**config.mk**
```make
export PLATFORM = sky130hd
export DESIGN_NAME = mem_stage
export DESIGN_NICKNAME = d
export VERILOG_FILES = /design/src/rtl/mem_stage_pkg.sv /design/src/rtl/mem_bus_fsm.sv /design/src/rtl/mem_stage.sv
export SDC_FILE = /design/constraint.sdc
export NUM_CORES = 1
export LEC_CHECK = 0
export ABC_AREA = 1
export CORE_MARGIN = 3
export CORE_UTILIZATION = 57
export DETAILED_ROUTE_END_ITERATION = 10
export DONT_BUFFER_PORTS = 1
export PLACE_DENSITY_LB_ADDON = 0.25
export REMOVE_ABC_BUFFERS = 1
export SLEW_MARGIN = 20
export SYNTH_ARGS = -nofsm -noshare
export SYNTH_HDL_FRONTEND = slang
export SYNTH_SLANG_ARGS = --single-unit
export TNS_END_PERCENT = 50
```
**constraint.sdc**
```tcl
create_clock -name clk -period 1.5 [get_ports clk]
set_input_delay 0.375 -clock clk [delete_from_list [all_inputs] [get_ports clk]]
set_output_delay 0.375 -clock clk [all_outputs]
set_load 0.01 [all_outputs]
```
**src/rtl/mem_stage_pkg.sv**
```systemverilog
// +----------------------------------------------------------------------+
// | mem_stage_pkg: shared widths and bus-FSM state encoding for the MEM   |
// | stage of the 16-bit pipeline.                        Revision: 1.0    |
// +----------------------------------------------------------------------+
`default_nettype none

package mem_stage_pkg;

  localparam int DATA_W = 16;
  localparam int REG_W  = 4;
  localparam int CNT_W  = 8;

  typedef enum logic {
    IDLE   = 1'b0,
    ACCESS = 1'b1
  } state_e;

endpackage

`default_nettype wire

```
**src/rtl/mem_bus_fsm.sv**
```systemverilog
// +----------------------------------------------------------------------+
// | mem_bus_fsm: req/ack access sequencer with timeout abort, stall and   |
// | sticky error flag.                                   Revision: 1.0    |
// +----------------------------------------------------------------------+
`default_nettype none

module mem_bus_fsm #(
  parameter int TIMEOUT = 255
) (
  input  logic clk,
  input  logic rst,
  input  logic start_i,
  input  logic ack_i,
  output logic access_o,
  output logic stall_o,
  output logic timeout_o,
  output logic err_o
);
  import mem_stage_pkg::*;

  localparam logic [CNT_W-1:0] TO_VAL = CNT_W'(TIMEOUT);

  state_e           state_q, state_d;
  logic [CNT_W-1:0] cnt_q, cnt_d;
  logic             err_q, err_d;
  logic             access;
  logic             timeout;
  logic             stall;

  always_ff @(posedge clk) begin
    if (rst) begin
      state_q <= IDLE;
      cnt_q   <= '0;
      err_q   <= 1'b0;
    end else begin
      state_q <= state_d;
      cnt_q   <= cnt_d;
      err_q   <= err_d;
    end
  end

  // The timeout cycle itself is not stalled: the aborted op retires on that edge.
  always_comb begin
    access  = (state_q == ACCESS);
    timeout = access & ~ack_i & (cnt_q == TO_VAL);
    stall   = access & ~ack_i & ~timeout;
    state_d = state_q;
    cnt_d   = cnt_q;
    err_d   = err_q | timeout;
    if (stall) begin
      cnt_d = cnt_q + 1'b1;
    end else begin
      cnt_d   = '0;
      state_d = start_i ? ACCESS : IDLE;
    end
  end

  assign access_o  = access;
  assign stall_o   = stall;
  assign timeout_o = timeout;
  assign err_o     = err_q;

endmodule

`default_nettype wire

```
**src/rtl/mem_stage.sv**
```systemverilog
// +----------------------------------------------------------------------+
// | mem_stage: EX/MEM register, bus access control, MEM-side forwarding   |
// | and MEM/WB register.                                 Revision: 1.0    |
// +----------------------------------------------------------------------+
`default_nettype none

module mem_stage #(
  parameter int DATA_W  = mem_stage_pkg::DATA_W,
  parameter int REG_W   = mem_stage_pkg::REG_W,
  parameter int TIMEOUT = 255
) (
  input  logic              clk,
  input  logic              rst,
  input  logic              valid_i,
  input  logic [DATA_W-1:0] alures_i,
  input  logic [DATA_W-1:0] storedata_i,
  input  logic              memread_i,
  input  logic              memwrite_i,
  input  logic [REG_W-1:0]  regdst_i,
  input  logic              regwrite_i,
  output logic              stall_o,
  output logic              bus_req_o,
  output logic              bus_we_o,
  output logic [DATA_W-1:0] bus_addr_o,
  output logic [DATA_W-1:0] bus_wdata_o,
  input  logic [DATA_W-1:0] bus_rdata_i,
  input  logic              bus_ack_i,
  output logic [REG_W-1:0]  memregdst_o,
  output logic              memregwrite_o,
  output logic [DATA_W-1:0] memregdata_o,
  output logic [REG_W-1:0]  wbregdst_o,
  output logic              wbregwrite_o,
  output logic [DATA_W-1:0] wbdata_o,
  output logic              err_o
);
  import mem_stage_pkg::*;

  logic              s_valid_q;
  logic              s_rd_q;
  logic              s_wr_q;
  logic [DATA_W-1:0] s_addr_q;
  logic [DATA_W-1:0] s_wdata_q;
  logic [REG_W-1:0]  s_regdst_q;
  logic              s_regwrite_q;

  logic [REG_W-1:0]  wbregdst_q;
  logic              wbregwrite_q;
  logic [DATA_W-1:0] wbdata_q;

  logic              start;
  logic              access;
  logic              stall;
  logic              timeout;
  logic              fwd_write;
  logic [DATA_W-1:0] fwd_data;

  assign start = valid_i & (memread_i | memwrite_i);

  mem_bus_fsm #(
    .TIMEOUT (TIMEOUT)
  ) u_bus_fsm (
    .clk       (clk),
    .rst       (rst),
    .start_i   (start),
    .ack_i     (bus_ack_i),
    .access_o  (access),
    .stall_o   (stall),
    .timeout_o (timeout),
    .err_o     (err_o)
  );

  // A load only forwards in its ack cycle; a timed-out load therefore retires without a write.
  always_comb begin
    fwd_data  = s_rd_q ? bus_rdata_i : s_addr_q;
    fwd_write = s_valid_q & s_regwrite_q & (~s_rd_q | (access & bus_ack_i));
  end

  always_ff @(posedge clk) begin
    if (rst) begin
      s_valid_q    <= 1'b0;
      s_rd_q       <= 1'b0;
      s_wr_q       <= 1'b0;
      s_addr_q     <= '0;
      s_wdata_q    <= '0;
      s_regdst_q   <= '0;
      s_regwrite_q <= 1'b0;
      wbregdst_q   <= '0;
      wbregwrite_q <= 1'b0;
      wbdata_q     <= '0;
    end else if (!stall) begin
      s_valid_q    <= valid_i;
      s_rd_q       <= memread_i & ~memwrite_i;
      s_wr_q       <= memwrite_i;
      s_addr_q     <= alures_i;
      s_wdata_q    <= storedata_i;
      s_regdst_q   <= regdst_i;
      s_regwrite_q <= regwrite_i;
      wbregdst_q   <= s_regdst_q;
      wbregwrite_q <= fwd_write;
      wbdata_q     <= fwd_data;
    end
  end

  assign stall_o       = stall;
  assign bus_req_o     = access;
  assign bus_we_o      = access & s_wr_q;
  assign bus_addr_o    = s_addr_q;
  assign bus_wdata_o   = s_wdata_q;
  assign memregdst_o   = s_regdst_q;
  assign memregwrite_o = fwd_write;
  assign memregdata_o  = fwd_data;
  assign wbregdst_o    = wbregdst_q;
  assign wbregwrite_o  = wbregwrite_q;
  assign wbdata_o      = wbdata_q;

  logic unused_timeout;
  assign unused_timeout = timeout;

endmodule

`default_nettype wire

```
==> reports/qor.txt, run 1 <==
=================================================================================================================
Area share of xor/xnor cells in the synthesized design .............................................      0.4888%
Clock latency on the worst-skew pair ...............................................................      0.33 ns
Post-detailed-placement half-perimeter wirelength ..................................................      5225 µm
Power Dens Cells ................................................................................... 973.4 mW/mm²
Post-synthesis share of cell area spent on and, or, nand and nor gates .............................       27.27%
Run status ......................................................................................... finished with violations
Area taken by flip-flops and latches ............................................................... 0.001434 mm²
Tot Pwr ............................................................................................      4374 µW
Count of H-tree levels built during CTS ............................................................            3
R2R Setup Slk ......................................................................................     -0.02 ns
Weighted congestion reported at the end of routability-driven placement ............................       0.8122
Area enclosed by the die boundary .................................................................. 0.007274 mm²
Detailed Route Iter0 Violations ....................................................................          115
Pin count of the biggest net entering global routing ...............................................           48
Compound-Gate Fraction of Synth Area ...............................................................       18.19%
Num rows ...........................................................................................           28
Number of buffers added to fix hold violations after cts ...........................................            0
Max Clock Freq .....................................................................................   0.6333 GHz
Clock sink count ...................................................................................           71
Maximum count of clock buffers along a single path .................................................            2
Most frequent standard cell in the layout excluding fill and tap cells .............................      nand2_1
Endpoints failing setup ............................................................................           16
First-pass GRT wire length .........................................................................     13610 µm
Synthesis Warnings .................................................................................            0
Required time of the critical path .................................................................      1.12 ns
Global router's overall resource usage .............................................................       22.92%
Kind of critical path ..............................................................................      reg2out
Final instance count without filler cells ..........................................................          600
Number of nets at the end of the flow ..............................................................          580
Sum Neg Setup Slack ................................................................................   -0.6639 ns
Number of synthesized register bits ................................................................           71
Peak VDD IR ........................................................................................    0.8000 mV
Clock tree from TritonCTS ..........................................................................         done
Per-cell routed wire length ........................................................................     14.94 µm
Vias per std cell ..................................................................................        5.235
Commonest cells after routing, fill and taps aside ................................................. nand2_1, inv_1, nor2_1, dfxtp_1, nand3_1
Total length of routed wires .......................................................................      8964 µm
Fill cell total of the finished layout .............................................................          437
Largest cells by area after synthesis .............................................................. dfxtp_1, a21oi_2, nand2_1
Library cell with the largest summed area after synthesis ..........................................      dfxtp_1
Area growth syn-to-layout ..........................................................................       25.38%
Arithmetic-cell share of the synthesized area counting full adders, half adders and majority gates .      0.3492%
Lkg Pwr ............................................................................................  0.001961 µW
Signal arrival time at the worst endpoint ..........................................................      1.20 ns
Combined area of all synthesized cells ............................................................. 0.003583 mm²
Initial core utilization ...........................................................................       59.82%
Placed insts .......................................................................................          565
Synth Instances ....................................................................................          498
Top fanout value on the critical path ..............................................................            8
Worst Slack Setup Final ............................................................................  -0.07893 ns
Mean cell area of the mapped netlist ...............................................................    7.196 µm²
DRC violation count after routing ..................................................................            0
Number of buffers created by CTS ...................................................................            9
Final Skew .........................................................................................   0.01029 ns
Antenna violations before repair ...................................................................            0
Share of layout cells above drive strength 1 .......................................................       31.43%
Die extent in y ....................................................................................     85.29 µm
Standard cell core area ............................................................................ 0.005991 mm²
Kind of path behind the tightest hold check ........................................................       in2reg
Category of the worst setup path capture point .....................................................  output port
Vias in the first global route .....................................................................         2876
Period minus WS final ..............................................................................     1.579 ns
Period utilization .................................................................................       105.3%
X dimension of the die .............................................................................     85.29 µm
Portion of synthesized cell area occupied by the leading cell type .................................       39.66%
Unrepaired setup endpoints after global routing ....................................................         true
Violations in the final reports .................................................................... setup timing
Clock root buffer master ...........................................................................     clkbuf_8
Number of diodes added for antenna fixing ..........................................................            0
Distinct cells, synth ..............................................................................           21
Worst slack at placement ...........................................................................   0.05681 ns
Hold violation total from the final report .........................................................            0
Combinational family with the most area after synthesis ............................................ simple AND/OR/NAND/NOR gates
Number of pins with negative max-slew slack in the final report ....................................            0
Total congestion overflow ..........................................................................            0
Slew margin rel. ...................................................................................       73.83%
Multiplexer fraction of the synthesized cell area ..................................................           0%
Share of synthesized area occupied by flip-flops and latches .......................................       39.66%
PortBufs ...........................................................................................            0
Number of placed I/O pins ..........................................................................          137
Detailed Routing Iterations Pass 1 .................................................................            6
Clock Pin Slew Worst Setup and Hold Paths ..........................................................      0.07 ns
Critical Path Source Type ..........................................................................         flop
Worst Max-Slew Pin Slew ............................................................................    0.3920 ns
Area of the multi-input gates ...................................................................... 0.001922 mm²
Max cap viols ......................................................................................            0
Routed vias ........................................................................................         3141
Number of nets still failing antenna checks after routing ..........................................            0
=================================================================================================================
## report_power, final
part           leakage [µW]  internal, µW  switching [µW]
clock              0.000100           807             670
sequential         0.000590          2010             147
combinational       0.00127           338             398
total               0.00196          3160            1220
## sequential cells by signal (all words and copies together) (netlist names)
register / count
bus_addr_o: 16
u_bus_fsm.cnt_q: 8
s_rd_q: 1
s_regwrite_q: 1
s_wr_q: 1
wbdata_o: 16
s_valid_q: 1
u_bus_fsm.err_o: 1
wbregwrite_o: 1
memregdst_o: 4
wbregdst_o: 4
u_bus_fsm.access_o: 1
bus_wdata_o: 16
## layout make-up
type / instances / area share [%]
multi-input combinational: 319 / 42.77
clock buffer: 12 / 3.230
inverter: 73 / 6.099
clock inverter: 4 / 1.003
tap: 75 / 2.089
timing repair buffer: 46 / 12.89
sequential: 71 / 31.91
## worst paths after layout
kind	from	endpoint	depth (start not counted)
setup / recovery	s_rd_q	memregdata_o[10]	4
hold / removal	rst	u_bus_fsm.err_o	1
setup reg to reg	u_bus_fsm.cnt_q[0]	s_regwrite_q	9
hold reg to reg	u_bus_fsm.cnt_q[0]	u_bus_fsm.cnt_q[0]	1
## cells by family after synthesis
family                     count (synthesis)
and+or+nand+nor                          230
buffers and inverters                    108
AOI/OAI and AO/OA                         86
adders and majority gates                  1
DFF                                       71
xor gates and xnor gates                   2
## synthesized netlist by cell type
master,instances
nand2_1,90
dfxtp_1,71
inv_1,71
nor2_1,69
nand3_1,64
a21oi_2,59
o21ai_0,19
buf_6,10
buf_2,9
a21oi_1,8
clkbuf_1,8
buf_1,5
buf_4,3
inv_2,2
nand2_2,2
nand3b_1,2
nor2_4,2
ha_1,1
nand3_2,1
xnor2_1,1
xor2_1,1
## per-stage QoR
step / hold slack (ns) / util (%) / area (µm²)
after floorplan: 0.4175 / - / 3354
after detailed placement: 0.4408 / 62.91 / 3769
after CTS: 0.1015 / 71.55 / 4287
final: 0.1156 / 75.00 / 4493
after global placement: 0.4301 / 62.91 / 3769
after global routing: 0.1004 / 75.00 / 4493
## what timing repair did
item / 4_1_cts / 5_1_grt
pin swaps: 7 / 5
cloned: 1 / 4
resized for setup: 71 / 21
setup endpoints to repair: 18 / 72
buffers inserted: 9 / 5
hold endpoints to repair: 0 / 0
## critical path: stages (launching register included)
cell and delay [ns]:
dfxtp_4 0.41, buf_12 0.18, buf_12 0.15, nand2_4 0.06, o21ai_4 0.08
## per-layer routing
| layer | global-route usage, % | share of wire (%) | routed length (µm) |
|---|---|---|---|
| met1 | 27.55 | 40 | 3619 |
| met5 | 0 | 0 | 0 |
| met3 | 8.155 | 8.5 | 763 |
| met2 | 36.86 | 49 | 4429 |
| met4 | 10.07 | 1.7 | 151 |
Note: power is estimated with default switching activity, not from simulation.
==> inputs of run 2 (changes only) <==
--- a/config.mk
+++ b/config.mk
@@ -7,11 +7,10 @@
 export LEC_CHECK = 0
 export ABC_AREA = 1
 export CORE_MARGIN = 3
-export CORE_UTILIZATION = 57
+export CORE_UTILIZATION = 30
 export DETAILED_ROUTE_END_ITERATION = 10
 export DONT_BUFFER_PORTS = 1
 export PLACE_DENSITY_LB_ADDON = 0.25
-export REMOVE_ABC_BUFFERS = 1
 export SLEW_MARGIN = 20
 export SYNTH_ARGS = -nofsm -noshare
 export SYNTH_HDL_FRONTEND = slang
==> run 2 against run 1 <==
The flow still finishes with violations (setup timing). Total power increased by 9.0%. Sequential power about the same. Clock-buffer cell count increased by 2. Sequential cell count unchanged. Wire length increased by 9.3%. Sequential share of layout area decreased by 0.25 points. Critical path type unchanged. Highest routed layer unchanged.
==> reports/qor.txt, run 2 (same netlist as run 1, synthesis figures left out) <==
======================================================================================
Detailed Routing Iterations Pass 1 ......................................            4   -2
Share of layout cells above drive strength 1 ............................       29.04%   -2.4 points
Clock sink count ........................................................           71   unchanged
Number of buffers and inverters on the critical path ....................            1   -1
Maximum count of clock buffers along a single path ......................            2   unchanged
Area of the multi-input gates ........................................... 0.001899 mm²   -1.2%
Unrepaired setup endpoints after global routing .........................         true
Worst Max-Slew Pin Slew .................................................    0.3992 ns   +0.007205 ns
Peak VDD IR .............................................................    0.5434 mV   -32%
Global router's overall resource usage ..................................       14.45%   -8.5 points
Register-to-Register Path Depth .........................................            8   -1
Area taken by flip-flops and latches .................................... 0.001428 mm²   -0.44%
Number of nets at the end of the flow ...................................          576   -0.69%
Category of the worst setup path capture point ..........................  output port
Slew margin rel. ........................................................       73.39%   -0.44 points
Routed vias .............................................................         3160   +0.60%
X dimension of the die ..................................................     115.3 µm   +35%
Number of diodes added for antenna fixing ...............................            0   unchanged
Vias per std cell .......................................................        4.766   -9.0%
Signal arrival time at the worst endpoint ...............................      1.21 ns   about the same
Num rows ................................................................           39   +39%
PortBufs ................................................................            0   unchanged
Endpoints failing setup .................................................           21   +5
Vias in the first global route ..........................................         2905   +1.0%
Clock latency on the worst-skew pair ....................................      0.33 ns   about the same
Violations in the final reports ......................................... setup timing
Post-detailed-placement half-perimeter wirelength .......................      6425 µm   +23%
R2R Setup Slk ...........................................................     -0.01 ns   about the same
First-pass GRT wire length ..............................................     14950 µm   +9.8%
Max cap viols ...........................................................            0   unchanged
Clock Pin Slew Worst Setup and Hold Paths ...............................      0.05 ns   -0.02 ns
Final Skew ..............................................................  0.004546 ns   -0.005744 ns
Fill cell total of the finished layout ..................................         1212   +180%
Max Clock Freq ..........................................................   0.6312 GHz   -0.33%
Required time of the critical path ......................................      1.12 ns   about the same
Clock tree from TritonCTS ...............................................         done
Count of H-tree levels built during CTS .................................            3   unchanged
Pin count of the biggest net entering global routing ....................           49   +2.1%
Weighted congestion reported at the end of routability-driven placement .       0.7538   -7.2%
Area growth syn-to-layout ...............................................       25.80%
Final instance count without filler cells ...............................          663   +11%
Run status .............................................................. finished with violations
Detailed Route Iter0 Violations .........................................          191   +66%
Post-synthesis net count ................................................          558
Master of the slowest instance on the critical path .....................      dfxtp_2
Worst Slack Setup Final .................................................  -0.08417 ns   -0.005239 ns
Standard cell core area .................................................  0.01156 mm²   +93%
Placed insts ............................................................          628   +11%
Number of pins with negative max-slew slack in the final report .........            0   unchanged
Period utilization ......................................................       105.6%   +0.35 points
Top cell family by delay on the critical path ...........................   flip-flops
Per-cell routed wire length .............................................     14.77 µm   -1.1%
Die extent in y .........................................................     115.3 µm   +35%
Critical Path Source Type ...............................................         flop
Initial core utilization ................................................       30.99%   -29 points
Top fanout value on the critical path ...................................            2   -6
Total congestion overflow ...............................................            0   unchanged
Number of buffers added to fix hold violations after cts ................            0   unchanged
Highest cell delay on the worst timing path .............................      0.35 ns   -0.06 ns
Commonest cells after routing, fill and taps aside ...................... nand2_1, inv_1, nor2_1, dfxtp_1, nand3_1
Crit path launch ........................................................ u_bus_fsm.cnt_q[1]
Period minus WS final ...................................................     1.584 ns   +0.005239 ns
Number of nets still failing antenna checks after routing ...............            0   unchanged
Chain of cells forming the critical path ................................ ha_4 -> nand2_4 -> nor2_4 -> nand2_8 -> nand2_2 -> inv_2
Kind of critical path ...................................................      reg2out
Capture point of the critical path ......................................      stall_o
Critical path depth in cells ............................................            6   +2
DRC violation count after routing .......................................            0   unchanged
Start of the worst register-to-register path ............................ u_bus_fsm.cnt_q[1]
Number of buffers created by CTS ........................................            9   unchanged
Number of placed I/O pins ...............................................          137   unchanged
End of the worst register-to-register path ..............................  wbdata_o[5]
Placed standard-cell area ............................................... 0.003801 mm²   +0.86%
Power Dens Cells ........................................................  1057 mW/mm²   +8.6%
Hold violation total from the final report ..............................            0   unchanged
Number of instances on the worst hold path ..............................            1   unchanged
Total length of routed wires ............................................      9795 µm   +9.3%
Final instance area ..................................................... 0.004508 mm²   +0.33%
Clock root buffer master ................................................    clkbuf_16
Lkg Pwr .................................................................  0.001855 µW   -5.4%
Area enclosed by the die boundary .......................................  0.01329 mm²   +83%
Antenna violations before repair ........................................            0   unchanged
Most frequent standard cell in the layout excluding fill and tap cells ..      nand2_1
Kind of path behind the tightest hold check .............................       in2reg
======================================================================================
run 2: final cells by class:
| type | count | share of cell area (%) |
|---|---|---|
| Clock buffer | 14 | 5.634 |
| Timing Repair Buffer | 42 | 10.41 |
| Tap cell | 143 | 3.969 |
| Sequential cell | 71 | 31.67 |
| Inverter | 73 | 6.078 |
| Clock inverter | 1 | 0.1110 |
| Multi-Input combinational cell | 319 | 42.13 |
run 2: report_power, final:
| part | internal, µW | leakage [µW] | switching [µW] |
|---|---|---|---|
| registers | 2020 | 0.000589 | 137 |
| logic | 304 | 0.00114 | 404 |
| clock network | 1150 | 0.000127 | 751 |
run 2: worst min-delay path by stage:
| stage | from | end |
|---|---|---|
| after floorplan | u_bus_fsm.cnt_q[0] | u_bus_fsm.cnt_q[0] |
| after global placement | u_bus_fsm.cnt_q[0] | u_bus_fsm.cnt_q[0] |
| after detailed placement | u_bus_fsm.cnt_q[0] | u_bus_fsm.cnt_q[0] |
| after CTS | rst | u_bus_fsm.err_o |
| after global routing | rst | u_bus_fsm.err_o |
| final | rst | u_bus_fsm.err_o |
run 2: timing repair:
action	in CTS	in global routing
setup endpoints to repair	18	77
resized for setup	57	8
pin swaps	14	4
gates cloned	1	2
buffers inserted	7	10
run 2: metal layers:
| metal | share of wire [%] | vias up | wire length (µm) | track usage [%] |
|---|---|---|---|---|
| met3 | 10 | 11 | 1014 | 7.105 |
| met5 | 0 | - | 0 | 0 |
| li1 | - | 1595 | - | - |
| met1 | 42 | 1442 | 4102 | 18.31 |
| met4 | 1.4 | 0 | 139 | 5.556 |
| met2 | 46 | 112 | 4539 | 21.10 |
run 2: through the flow:
| step | utilization (%) | hold slack (ns) | setup TNS, ns | total power, µW | worst slack (ns) |
|---|---|---|---|---|---|
| finish | 38.98 | 0.1109 | -0.6632 | 4766 | -0.08417 |
| global route | 38.98 | 0.08582 | -5.830 | 5049 | -0.1590 |
| CTS | 37.44 | 0.09149 | -0.9878 | 4806 | -0.09693 |
| detailed placement | 32.87 | 0.4360 | 0 | 2770 | 0.05698 |
| global placement | 32.87 | 0.4259 | 0 | 2755 | 0.07844 |
| floorplan | - | 0.4203 | -0.01149 | 2618 | -0.01149 |
==> inputs of run 3 (changes only) <==
--- a/config.mk
+++ b/config.mk
@@ -10,8 +10,10 @@
 export CORE_UTILIZATION = 30
 export DETAILED_ROUTE_END_ITERATION = 10
 export DONT_BUFFER_PORTS = 1
+export GPL_TIMING_DRIVEN = 0
+export MAX_ROUTING_LAYER = met4
 export PLACE_DENSITY_LB_ADDON = 0.25
-export SLEW_MARGIN = 20
+export SLEW_MARGIN = 15
 export SYNTH_ARGS = -nofsm -noshare
 export SYNTH_HDL_FRONTEND = slang
 export SYNTH_SLANG_ARGS = --single-unit
==> run 3 against run 2 <==
Register-to-register slack gained 0.03 ns. Final area grew 3.9%. Cell count grew 1.7%. Sequential share of layout area shrank 1.1 points. Worst hold slack lost 0.010 ns. The run still ends with setup timing left. Critical path type unchanged. Sequential power is essentially flat. Via count grew 1.7%.
==> reports/qor.txt, run 3 (same netlist as run 1, synthesis figures left out) <==
======================================================================================
Cell Int Power ..........................................................      3712 µW   +6.9%
Critical Path Source Type ...............................................         flop
Clock tree from TritonCTS ...............................................         done
Unrepaired setup endpoints after global routing .........................         true
R2R Setup Slk ...........................................................      0.02 ns   +0.03 ns
Number of nets at the end of the flow ...................................          586   +1.7%
Met2 demand-to-capacity share in global routing .........................       25.15%   +4.1 points
Global router's overall resource usage ..................................       17.13%   +2.7 points
Vias in the first global route ..........................................         3082   +6.1%
Detailed Routing Iterations Pass 1 ......................................            6   +2
GR met1 Demand/Resource .................................................       21.32%   +3.0 points
Placed standard-cell area ............................................... 0.003789 mm²   -0.33%
Area enclosed by the die boundary .......................................  0.01329 mm²   unchanged
Antenna violations before repair ........................................            0   unchanged
Switch Pwr ..............................................................      1380 µW   +6.8%
Required time of the critical path ......................................      1.12 ns   about the same
Top fanout value on the critical path ...................................            2   unchanged
Post-detailed-placement half-perimeter wirelength .......................      7675 µm   +19%
Number of placed I/O pins ...............................................          137   unchanged
Part of the power in registers ..........................................        42.6%   -2.6 points
Maximum count of clock buffers along a single path ......................            2   unchanged
Endpoints failing setup .................................................           17   -19%
Category of the worst setup path capture point ..........................  output port
End of the worst register-to-register path .............................. bus_addr_o[7]
Signal arrival time at the worst endpoint ...............................      1.40 ns   +0.19 ns
Final instance area ..................................................... 0.004686 mm²   +3.9%
Number of buffers created by CTS ........................................            9   unchanged
Most frequent CP cell ...................................................      nand2_4
Master of the slowest instance on the critical path .....................      dfxtp_2
Peak VDD IR .............................................................    0.4300 mV   -21%
Area growth syn-to-layout ...............................................       30.76%
Chain of cells forming the critical path ................................ ha_4 -> nand2_4 -> nor2_4 -> nand2_4 -> buf_12 -> buf_12 -> nand2_4 -> inv_2
Detailed Route Iter0 Violations .........................................          209   +9.4%
Number of instances on the worst hold path ..............................            1   unchanged
Initial core utilization ................................................       30.99%   unchanged
Start of the worst register-to-register path ............................ u_bus_fsm.cnt_q[0]
Post-layout utilization of the core .....................................       40.52%   +1.5 points
Logic pwr share .........................................................        14.1%   -0.8 points
Period minus WS final ...................................................     1.778 ns   +0.1934 ns
Per-cell routed wire length .............................................     16.20 µm   +9.7%
Post-synthesis net count ................................................          558   unchanged
PortBufs ................................................................            0   unchanged
Clock root buffer master ................................................    clkbuf_16
Run status .............................................................. finished with violations
Startpoint of the tightest hold check path ..............................          rst
Weighted congestion reported at the end of routability-driven placement .       0.8175   +8.5%
Clock latency on the worst-skew pair ....................................      0.34 ns   about the same
Share of layout cells above drive strength 1 ............................       29.94%   +0.91 points
Vias per std cell .......................................................        4.770   about the same
Slew margin rel. ........................................................       67.77%   -5.6 points
Number of diodes added for antenna fixing ...............................            0   unchanged
Clock sink count ........................................................           71   unchanged
Total congestion overflow ...............................................            0   unchanged
X dimension of the die ..................................................     115.3 µm   unchanged
Worst Max-Slew Pin Slew .................................................    0.4834 ns   +0.08423 ns
Clock Pin Slew Worst Setup and Hold Paths ...............................      0.06 ns   about the same
Power share of the clock group ..........................................        43.3%   +3.3 points
Violations in the final reports ......................................... setup timing
Kind of critical path ...................................................      reg2out
Routed vias .............................................................         3215   +1.7%
Number of buffers added to fix hold violations after cts ................            0   unchanged
Commonest cells after routing, fill and taps aside ...................... nand2_1, inv_1, nor2_1, dfxtp_1, nand3_1
Num rows ................................................................           39   unchanged
Kind of path behind the tightest hold check .............................       in2reg
Number of pins with negative max-slew slack in the final report .........            0   unchanged
Highest cell delay on the worst timing path .............................      0.35 ns   about the same
Lkg Pwr .................................................................  0.001942 µW   +4.7%
Most frequent standard cell in the layout excluding fill and tap cells ..      nand2_1
Standard cell core area .................................................  0.01156 mm²   unchanged
Power Dens Cells ........................................................  1087 mW/mm²   +2.8%
GR met3 Demand/Resource .................................................       6.421%   -0.68 points
Total length of routed wires ............................................     10920 µm   +11%
Die extent in y .........................................................     115.3 µm   unchanged
Hold path endpoint ...................................................... u_bus_fsm.err_o
Switching share of power ................................................       27.10%   about the same
Count of H-tree levels built during CTS .................................            3   unchanged
Final Skew ..............................................................  0.005234 ns   +0.0006882 ns
GRT busiest layer .......................................................         met2
Period utilization ......................................................       118.5%   +13 points
Worst Slack Setup Final .................................................   -0.2776 ns   -0.1934 ns
Max cap viols ...........................................................            0   unchanged
Hold violation total from the final report ..............................            0   unchanged
Number of nets still failing antenna checks after routing ...............            0   unchanged
DRC violation count after routing .......................................            0   unchanged
Max Clock Freq ..........................................................   0.5626 GHz   -11%
First-pass GRT wire length ..............................................     16890 µm   +13%
Pin count of the biggest net entering global routing ....................           12   -76%
Register-to-Register Path Depth .........................................            9   +1
======================================================================================
## run 3: cell count changes in the layout (fill, tap and decap cells not counted), sizes merged
| cell | change |
|---|---|
| clkbuf | +6 |
| buf | +4 |
| bufinv | +1 |
## run 3: worst max-delay path: cells and delay by family (launching register included)
kind | cells | cell delay [ns]
simple gates | 4 | 0.28
flops | 1 | 0.35
buf+inv | 3 | 0.28
fa+ha+maj | 1 | 0.15
## run 3: through the flow
| step | instances | power, µW | setup WS (ns) | setup TNS [ns] | hold slack (ns) |
|---|---|---|---|---|---|
| after global placement | 641 | 2748 | -0.2112 | -3.341 | 0.4283 |
| final | 674 | 5092 | -0.2776 | -1.045 | 0.1004 |
| after floorplan | 498 | 2618 | -0.01149 | -0.01149 | 0.4203 |
| after detailed placement | 641 | 2761 | -0.2363 | -4.127 | 0.4322 |
| after global routing | 674 | 5371 | -0.3423 | -3.031 | 0.08590 |
| after CTS | 670 | 5146 | -0.2984 | -1.787 | 0.08430 |
## run 3: power groups by stage
stage | Clock (µW) | Combinational [µW] | Sequential [µW]
global route | 2380 | 804 | 2180
CTS | 2280 | 696 | 2170
detailed placement | 0 | 550 | 2210
global placement | 0 | 539 | 2210
finish | 2210 | 718 | 2170
floorplan | 0 | 442 | 2180
## run 3: area by class of cell
cell class              instances  area [µm²]
plain buffers                  35       364.1
clock buffers                  14       264.0
clock inverters                 2       38.79
fillers                      1163        6879
inverters                      73       274.0
multi-input cells             319        1926
flip-flops and latches         71        1431
well taps                     143       178.9
repair buffers                 17       209.0
## run 3: repair_timing
action / in CTS / in global routing
pin swaps: 16 / 4
setup endpoints to repair: 82 / 88
buffers inserted: 12 / 4
gates resized for setup: 90 / 18
gates cloned: 1 / 0
## run 3: worst max-delay path by stage
stage,startpoint,endpoint,slack (ns),depth (start not counted)
2_1_floorplan,u_bus_fsm.cnt_q[1],stall_o,-0.01,8
3_3_place_gp,s_rd_q,memregdata_o[15],-0.21,3
3_5_place_dp,s_rd_q,memregdata_o[15],-0.24,3
4_1_cts,u_bus_fsm.cnt_q[0],stall_o,-0.30,8
5_1_grt,u_bus_fsm.cnt_q[0],stall_o,-0.34,8
6_report,u_bus_fsm.cnt_q[0],stall_o,-0.28,8
## run 3: metal layers
| layer | vias up | wire [µm] |
|---|---|---|
| met3 | 13 | 1010 |
| met2 | 133 | 4973 |
| met4 | 0 | 180 |
| met1 | 1447 | 4756 |
| met5 | - | 0 |
| li1 | 1622 | - |
